**src/rtl/clk_meas_pkg.sv**
```systemverilog
// Shared types and default constants for the clock frequency meter.
package clk_meas_pkg;

    // Measurement sequencer states
    typedef enum logic [1:0] {
        IDLE = 2'd0,
        GATE = 2'd1,
        DONE = 2'd2
    } meas_state_e;

    // 1 s gate at a 50 MHz system clock
    localparam int DEF_GATE_CYCLES = 50_000_000;
    localparam int DEF_CNT_W       = 26;
    localparam int DEF_SYNC_STAGES = 2;

endpackage

```
**src/rtl/sig_sync_edge.sv**
```systemverilog
// Multi-flop synchronizer for an asynchronous input followed by a
// registered rising-edge detector. The rise pulse appears SYNC_STAGES+1
// clk cycles after the input edge.
module sig_sync_edge
    import clk_meas_pkg::*;
#(
    parameter int SYNC_STAGES = DEF_SYNC_STAGES
) (
    input  logic clk,
    input  logic rst_n,
    input  logic sig_in,
    output logic sync_out,
    output logic rise
);

    logic [SYNC_STAGES-1:0] sync_q, sync_d;
    logic                   prev_q, prev_d;
    logic                   rise_q, rise_d;

    // Shift the input through the chain and compare against last value
    always_comb begin
        sync_d = {sync_q[SYNC_STAGES-2:0], sig_in};
        prev_d = sync_q[SYNC_STAGES-1];
        rise_d = sync_q[SYNC_STAGES-1] & ~prev_q;
    end

    // Synchronizer, history and edge pulse registers
    always_ff @(posedge clk or negedge rst_n) begin
        if (!rst_n) begin
            sync_q <= '0;
            prev_q <= 1'b0;
            rise_q <= 1'b0;
        end else begin
            sync_q <= sync_d;
            prev_q <= prev_d;
            rise_q <= rise_d;
        end
    end

    assign sync_out = sync_q[SYNC_STAGES-1];
    assign rise     = rise_q;

endmodule

```
**src/rtl/clk_freq_meter.sv**
```systemverilog
// Counts rising edges of an asynchronous signal over a fixed gate window
// of clk cycles and publishes the count with a one-cycle valid pulse.
// Optional duty measurement (high-time counter) is built when the macro
// CLK_FREQ_METER_DUTY_EN is defined; otherwise high_cnt is tied to 0.
module clk_freq_meter
    import clk_meas_pkg::*;
#(
    parameter int GATE_CYCLES = DEF_GATE_CYCLES,
    parameter int CNT_W       = DEF_CNT_W,
    parameter int SYNC_STAGES = DEF_SYNC_STAGES
) (
    input  logic             clk,
    input  logic             rst_n,
    input  logic             start,
    input  logic             cont_en,
    input  logic             sig_in,
    output logic             busy,
    output logic [CNT_W-1:0] freq_cnt,
    output logic             valid,
    output logic             overflow,
    output logic [CNT_W-1:0] high_cnt
);

    localparam int               GW        = $clog2(GATE_CYCLES);
    localparam logic [GW-1:0]    GATE_LAST = GW'(GATE_CYCLES - 1);
    localparam logic [CNT_W-1:0] CNT_MAX   = '1;

    meas_state_e      state_q, state_d;
    logic [GW-1:0]    gate_cnt_q, gate_cnt_d;
    logic [CNT_W-1:0] edge_cnt_q, edge_cnt_d;
    logic             sat_q, sat_d;
    logic [CNT_W-1:0] freq_cnt_q, freq_cnt_d;
    logic             overflow_q, overflow_d;
    logic             valid_q, valid_d;
    logic             sync_out;
    logic             rise;
    logic             win_open;

    sig_sync_edge #(
        .SYNC_STAGES (SYNC_STAGES)
    ) u_sync (
        .clk      (clk),
        .rst_n    (rst_n),
        .sig_in   (sig_in),
        .sync_out (sync_out),
        .rise     (rise)
    );

    // State register
    always_ff @(posedge clk or negedge rst_n) begin
        if (!rst_n) begin
            state_q <= IDLE;
        end else begin
            state_q <= state_d;
        end
    end

    // Next state: a new window is not accepted during the publish cycle
    always_comb begin
        state_d = state_q;
        case (state_q)
            IDLE: if ((start || cont_en) && !valid_q) state_d = GATE;
            GATE: if (gate_cnt_q == GATE_LAST)        state_d = DONE;
            DONE: state_d = cont_en ? GATE : IDLE;
            default: state_d = IDLE;
        endcase
    end

    // Window opens whenever we are about to enter GATE from another state
    assign win_open = (state_d == GATE) && (state_q != GATE);

    // Gate/edge counters and the published result registers
    always_comb begin
        gate_cnt_d = gate_cnt_q;
        edge_cnt_d = edge_cnt_q;
        sat_d      = sat_q;
        freq_cnt_d = freq_cnt_q;
        overflow_d = overflow_q;
        valid_d    = (state_q == DONE);
        if (win_open) begin
            gate_cnt_d = '0;
            edge_cnt_d = '0;
            sat_d      = 1'b0;
        end else if (state_q == GATE) begin
            gate_cnt_d = gate_cnt_q + GW'(1);
            if (rise) begin
                if (edge_cnt_q == CNT_MAX) begin
                    sat_d = 1'b1;
                end else begin
                    edge_cnt_d = edge_cnt_q + CNT_W'(1);
                end
            end
        end
        if (state_q == DONE) begin
            freq_cnt_d = edge_cnt_q;
            overflow_d = sat_q;
        end
    end

    // Datapath registers
    always_ff @(posedge clk or negedge rst_n) begin
        if (!rst_n) begin
            gate_cnt_q <= '0;
            edge_cnt_q <= '0;
            sat_q      <= 1'b0;
            freq_cnt_q <= '0;
            overflow_q <= 1'b0;
            valid_q    <= 1'b0;
        end else begin
            gate_cnt_q <= gate_cnt_d;
            edge_cnt_q <= edge_cnt_d;
            sat_q      <= sat_d;
            freq_cnt_q <= freq_cnt_d;
            overflow_q <= overflow_d;
            valid_q    <= valid_d;
        end
    end

`ifdef CLK_FREQ_METER_DUTY_EN
    logic [CNT_W-1:0] high_acc_q, high_acc_d;
    logic [CNT_W-1:0] high_cnt_q, high_cnt_d;

    // Saturating count of gate cycles with the synced input high
    always_comb begin
        high_acc_d = high_acc_q;
        high_cnt_d = high_cnt_q;
        if (win_open) begin
            high_acc_d = '0;
        end else if ((state_q == GATE) && sync_out && (high_acc_q != CNT_MAX)) begin
            high_acc_d = high_acc_q + CNT_W'(1);
        end
        if (state_q == DONE) begin
            high_cnt_d = high_acc_q;
        end
    end

    // Duty counter registers
    always_ff @(posedge clk or negedge rst_n) begin
        if (!rst_n) begin
            high_acc_q <= '0;
            high_cnt_q <= '0;
        end else begin
            high_acc_q <= high_acc_d;
            high_cnt_q <= high_cnt_d;
        end
    end

    assign high_cnt = high_cnt_q;
`else
    logic unused_sync_out;
    assign unused_sync_out = sync_out;
    assign high_cnt        = '0;
`endif

    // Outputs: busy covers the open window and the publish cycle
    always_comb begin
        busy     = (state_q != IDLE) || valid_q;
        valid    = valid_q;
        freq_cnt = freq_cnt_q;
        overflow = overflow_q;
    end

endmodule

```
**config.mk**
```make
export PLATFORM = sky130hd
export DESIGN_NAME = clk_freq_meter
export DESIGN_NICKNAME = d
export VERILOG_FILES = /design/src/rtl/clk_meas_pkg.sv /design/src/rtl/sig_sync_edge.sv /design/src/rtl/clk_freq_meter.sv
export SDC_FILE = /design/constraint.sdc
export NUM_CORES = 1
export LEC_CHECK = 0
export CORE_MARGIN = 2
export CORE_UTILIZATION = 55
export DETAILED_ROUTE_END_ITERATION = 8
export PLACE_DENSITY_LB_ADDON = 0.3
export SYNTH_ARGS = -nofsm -noshare
export SYNTH_HDL_FRONTEND = slang
export SYNTH_HIERARCHICAL = 1
export SYNTH_SLANG_ARGS = --single-unit
export TNS_END_PERCENT = 5
```
**constraint.sdc**
```tcl
create_clock -name clk -period 2.8 [get_ports clk]
set_input_delay 0.84 -clock clk [delete_from_list [all_inputs] [get_ports clk]]
set_output_delay 0.84 -clock clk [all_outputs]
set_load 0.05 [all_outputs]
```
=== Word level (Yosys, flattened, before mapping) ===
Index checks and enable logic that the tools add are counted.

* Add/sub/neg operators: 2
* Equal/unequal tests: 7
* Muxes and demuxes: 14
* Bitwise gates (word level): 2
* Reductions and logical operators: 12

{| class="wikitable"
|+ Operators by type and width
! kind !! count
|-
| 26-bit two-way mux || 6
|-
| 26-bit by 1-bit adder with 26-bit output, second input constant || 2
|-
| 26-bit equality test, second input constant || 2
|-
| 2-bit nonzero test || 4
|-
| 2-bit one-hot mux with 3 select lines || 1
|-
| 3-bit AND reduction || 2
|-
| 1-bit two-way mux || 5
|-
| 2-bit by 1-bit equality test with 1-bit output, second input constant || 2
|-
| 2-bit two-way mux || 2
|-
| 2-bit equality test, second input constant || 1
|-
| 1-bit logical AND || 2
|-
| 2-bit logical NOT || 1
|-
| 1-bit logical OR || 2
|-
| 2-bit by 1-bit inequality test with 1-bit output, second input constant || 1
|-
| 2-bit inequality test, second input constant || 1
|-
| 1-bit bitwise AND || 1
|-
| 1-bit logical NOT || 1
|-
| 1-bit NOT || 1
|}

* Register bits after elaboration: 87
* Bits of input ports: 5
* Output and inout port bits: 55
* Logic and storage cells: 47

=== Logic depth before layout (Yosys ltp) ===
* Depth in word-level cells: 8
* Mapped depth: 8
* Depth with buffers taken out: 6

=== By module ===
The synthesis kept the hierarchy.

{| class="wikitable"
|+ By module, submodules not included
! module !! times used !! cells an instance !! area an instance (sq um) !! sequential area each (sq um)
|-
| clk_freq_meter || 1 || 411 || 4190.3 || 2077.0
|-
| sig_sync_edge || 1 || 5 || 113.9 || 100.1
|}

=== Worst setup path before layout ===
Ideal clock, no wire load.

* Kind: in2reg
* From: input port start
* To: register gate_cnt_q[23]
* Setup time: 78 ps
* Arrival: 2222 ps
* Required time: 2722 ps
* Slack: 501 ps
* Cell stages on the path: 5
* Buffers on the path: 0
* Cells stage by stage: o21bai_1 > a221o_1 > or4_4 > or3_1 > a21oi_1

* Longest elaborated chain between the ends: 7
* Elaborated cells between the ends (all ways): 8
* Classes of those cells: eq/ne (1); mux (3); reduce/logical (4)

{| class="wikitable"
|+ RTL lines
! what !! RTL line !! text
|-
| start, declared || clk_freq_meter.sv:14 || <nowiki>input logic start,</nowiki>
|-
| 1-bit logical OR (*) || clk_freq_meter.sv:62 || <nowiki>IDLE: if ((start || cont_en) && !valid_q) state_d = GATE;</nowiki>
|-
| 1-bit logical AND (*) || clk_freq_meter.sv:62 ||
|-
| 2-bit two-way mux (*) || clk_freq_meter.sv:62 ||
|-
| 2-bit one-hot mux with 3 select lines (*) || clk_freq_meter.sv:61 || <nowiki>case (state_q)</nowiki>
|-
| 2-bit by 1-bit equality test with 1-bit output (*) || clk_freq_meter.sv:70 || <nowiki>assign win_open = (state_d == GATE) && (state_q != GATE);</nowiki>
|-
| 1-bit logical AND (*) || clk_freq_meter.sv:70 ||
|-
| 26-bit two-way mux or 2-bit nonzero test (tied branches) || - ||
|-
| end signal, assigned || clk_freq_meter.sv:110 || <nowiki>gate_cnt_q <= gate_cnt_d;</nowiki>
|-
| end, declared || clk_freq_meter.sv:29 || <nowiki>logic [GW-1:0] gate_cnt_q, gate_cnt_d;</nowiki>
|}

Mark *: on every way between the ends. The rest lies on a longest branch, timed or not.
A chain may end at the register's enable or synchronous reset.

=== Final worst setup path ===
* From: register state_q[0]
* To: output port busy

* Longest elaborated chain between the ends: 2

{| class="wikitable"
|+ RTL lines
! what !! RTL line !! text
|-
| start, declared || clk_freq_meter.sv:28 || <nowiki>meas_state_e state_q, state_d;</nowiki>
|-
| start signal, assigned || clk_freq_meter.sv:54 || <nowiki>state_q <= state_d;</nowiki>
|-
| 2-bit nonzero test || clk_freq_meter.sv:157 || <nowiki>busy = (state_q != IDLE) || valid_q;</nowiki>
|-
| 1-bit logical OR || clk_freq_meter.sv:157 ||
|-
| end, declared || clk_freq_meter.sv:17 || <nowiki>output logic busy,</nowiki>
|}

Every way passes these cells.

==> results <==
- The mux contribution to synthesized area is 6.95%.
- For the worst-skew pair, the clock arrives at the later sink with an insertion delay of 0.36 ns.
- The maximum vdd ir drop is 0.000302 V.
- STA classifies the critical path startpoint as a register.
- By area, the combinational part of the netlist is dominated by simple AND/OR/NAND/NOR gates.
- Setup violations remaining at the end of the flow were counted as 0.
- The total of cells resized after clock tree synthesis is 0.
- The average cell area after synthesis is 10.3 sq um.
- The internal power of the cells totals roughly 2 mW.
- The count of max-cap constraint violations is 0.
- The tightest min-delay check is of the reg2reg type.
- The number of failing hold endpoints at the final stage is 0.
- The number of clock buffers inserted by TritonCTS is 9.
- The final period demand of the worst path is 2.64 ns.
- The routed layout has approximately 3200 vias.
- The number of clock sinks seen by CTS is 87.
- The total placed cells including tap cells is ~540.
- The die area is 0.00855 sq mm.
- The sum of negative setup slack is 0 ns.
- The clock network power share is 35.6%.
- The first global-routing pass estimated 14400 um of wire.
- The proportion of synthesized chip area in sequential cells is 50.6%.
- Counting the fill cells in the layout gives 620.
- In this run the cell area measured after placement is 0.00466 sq mm.
- In this run the horizontal extent of the chip is between 90 and 100 um.
- The design area is 0.00489 sq mm.
- Along the worst path, the maximum fanout reaches 2.
- The post-synthesis instance total is between 400 and 500.
- The number of detailed-routing iterations run before antenna repair is 4.
- The final net count is 460.
- The count of antenna diodes in the layout is 0.
- In the final layout, the share of cells above drive strength 1 is 13.1%.
- The count of unresolved DRC violations after routing is 0.
- In this run the vertical extent of the chip is 92.5 um.
- The core box area is approximately 0.0076 sq mm.
- In this run, synthesis inferred 0 flip-flops with an integrated enable.
- In the synthesized netlist the dominant register cell turns out to be dfrtp_1.
- The via count of the first global-routing pass is between 3000 and 4000.
- For this block, the initial DRC count from the detailed router was roughly 170.
- Summing internal, switching and leakage power gives 2.81 mW.
- The endpoint required time on the critical path is 1.96 ns.
- The cell count of the worst reg-to-reg path is 5.
- The share of the clock period used by the worst path is a little over nine tenths.
- Clock skew on the completed layout was measured at 0.0141 ns.
- After detailed routing, the number of vias per cell comes to between 5 and 6.
- After detailed routing, the average wire length per cell comes to 14.8 um.
- The top achievable clock speed is about 380 MHz.
- After global routing the overflow that remains totals 0.
- The routability congestion estimate from global placement is 0.913.
- The total power per unit cell area is roughly 570 mW/mm^2.
- Compared with the post-synthesis result, the final layout area differs by 13.7%.
- The row count is 32.
- The depth of the worst hold-timing path is 0.
- The category of the critical setup timing path is reg2out.
- By count the netlist is led by 87 x dfrtp_1, 31 x nand2_1, 30 x nor2_1, 29 x buf_4, 24 x nand3_1.
- For this run, asynchronously set or reset flops after synthesis account for 100%.
- The compound-cell area share of the yosys netlist is 10.3%.
- Of the total synthesized cell area, the portion taken by full adders, half adders and majority gates is less than 1%.
- The count of placed standard cells in the final layout, fillers left out is 560.
- The most used standard cell by instance count after synthesis is dfrtp_1.
- The remaining number of nets flagged by the antenna check after routing is 0.
- The total number of H-tree levels is 3.
- The arrival time of the worst setup path is ~1.8 ns.
- Hold timing on the final database bottoms out at a slack of 0.354 ns.
- The initial utilization of the core area, before any placement, comes to 56.3%.
- The synthesized netlist devotes roughly 4% of its cell area to XOR and XNOR gates.
- The number of buffers inserted to repair setup after CTS is 0.
- The switching part of the total is 28.2%.
- The maximum number of pins on one net before global-route repair is 49.
- For hold timing, the worst endpoint is u_sync/sync_q[1].
- The synthesized design devotes to its leading area cell type 50.6% of total area.
- The share of synthesized cell area in and, or, nand and nor gates is 19.7%.
- By area the synthesized netlist is led by dfrtp_1 51%, mux2_2 6.0%, buf_4 5.1%, nand3_1 2.8%, nand2_1 2.7%.
- The number of distinct library cells after synthesis is 57.
- The worst register-to-register path begins at edge_cnt_q[17].
- The flow ran to the end, and the final reports show no timing, DRC or antenna violations.
- In this run the critical register-to-register path is captured at edge_cnt_q[21].
- The synthesized netlist occupies a cell area of 0.00430 sq mm.
- The post-CTS clock slew at the launch and capture registers of the worst setup and hold paths is 0.08 ns.
- The endpoint kind of the worst setup timing path is a primary output.
- The leakage component of the power is 2.09 nW.
- TritonCTS built the clock tree.
- The max-slew headroom at the worst pin is 53.1%.
- The clock passes through at most 2 buffers.
- Setup repair after global routing left no endpoint under its margin.
- The slew of the pin with the lowest slew margin is 0.699 ns.
- For flop-to-flop paths, the worst setup slack is between 0.4 and 0.5 ns.
- The relative contribution of combinational cells to total power is 11.6%.
- The number of antenna violations at the first check in global routing came to 0.
- The share of total power dissipated in sequential elements is 52.8%.
- The wire-length estimate of the detail-placed layout is 5780 um.
- The post-synthesis sequential element count is 87.
- The final-report max-slew violation count is 0.
- The number of buffer cells added on primary ports is 33.
- The switching power is ~790 uW.
- The cts-stage hold buffer count is 0.
- The largest total area in the synthesized netlist belongs to dfrtp_1.
- Clock tree synthesis selected as its root buffer the cell clkbuf_8.
- Global routing used 21.0% of the available tracks.
- After detailed routing, the total wire length is 8260 um.
- The total I/O pin count is 60.
- In this run the most critical hold path is launched from u_sync/sync_q[0].
- The warning count from the yosys run is 6.
## final cells by class
cell class,instances,area [sq um],area share (%)
repair buffers,44,423,8.64
clock buffers,12,155,3.17
well taps,102,128,2.61
multi-input cells,299,1890,38.6
inverters,12,45.0,0.920
clock inverters,4,77.6,1.59
flip-flops and latches,87,2180,44.5
## cell families after synthesis
logic type               Yosys count
XOR/XNOR                          20
AO/OA/AOI/OAI                     68
buffers and inverters             55
AND/OR/NAND/NOR                  156
multiplexers                      27
other                              1
adder cells (fa/ha/maj)            2
flip-flops                        87
## per-layer routing
layer | global-route usage (%) | vias up | share of wire, %
met5 | 0 | - | 0
met4 | 7.46 | 0 | 0.99
met3 | 4.48 | 6 | 4.1
met2 | 32.4 | 79 | 49
met1 | 29.7 | 1581 | 46
li1 | - | 1538 | -
## power groups by stage
stage                     combinational, mW  clock, mW  sequential [mW]
after floorplan                       0.295          0             1.46
after global placement                0.316          0             1.49
after detailed placement              0.324          0             1.50
after CTS                             0.328       1.02             1.48
after global routing                  0.366       1.07             1.50
final                                 0.326       1.00             1.48
## critical path, stage by stage (launching register included)
cell and delay (ns):
dfrtp_1 0.38, or3_1 0.37, clkdlybuf4s50_1 0.71
## flip-flops by register name, indices dropped and copies added, names as in the netlist
signal	count
edge_cnt_q	26
freq_cnt	26
gate_cnt_q	26
state_q	2
u_sync/sync_q	2
overflow	1
sat_q	1
u_sync/prev_q	1
u_sync/rise	1
valid	1
## per-stage QoR
| stage | worst slack, ns | util (%) |
|---|---|---|
| after floorplan | 0.501 | - |
| final | 0.160 | 64.0 |
| after global placement | 0.0567 | 60.9 |
| after CTS | 0.136 | 64.0 |
| after detailed placement | 0.0190 | 60.9 |
| after global routing | 0.0964 | 64.0 |
## layout by cell type, fill, tap and decap left out, types with 6 or more instances in the layout
master / netlist / routed
clkdlybuf4s50_1: 0 / 32
xnor2_1: 10 / 10
buf_4: 29 / 11
nand3_1: 24 / 24
nand2_1: 31 / 31
a21oi_1: 13 / 13
o211ai_1: 6 / 6
clkbuf_8: 0 / 11
inv_1: 12 / 12
nand4_1: 16 / 16
conb_1: 1 / 26
o31ai_1: 6 / 6
o21ai_0: 21 / 20
or3_1: 11 / 11
xor2_1: 10 / 10
mux2_2: 23 / 23
dfrtp_1: 87 / 87
nor4_1: 6 / 6
nor3_1: 7 / 7
nor2_1: 30 / 30
## how the worst max path moves through the flow
stage,start,to,slack (ns),cells after the start
global route,valid,busy,0.1,2
floorplan,start,gate_cnt_q[23],0.50,5
CTS,state_q[0],busy,0.14,2
detailed placement,start,gate_cnt_q[23],0.02,6
finish,state_q[0],busy,0.16,2
global placement,cont_en,gate_cnt_q[23],0.06,6
Note: power is estimated with default switching activity, not from simulation.
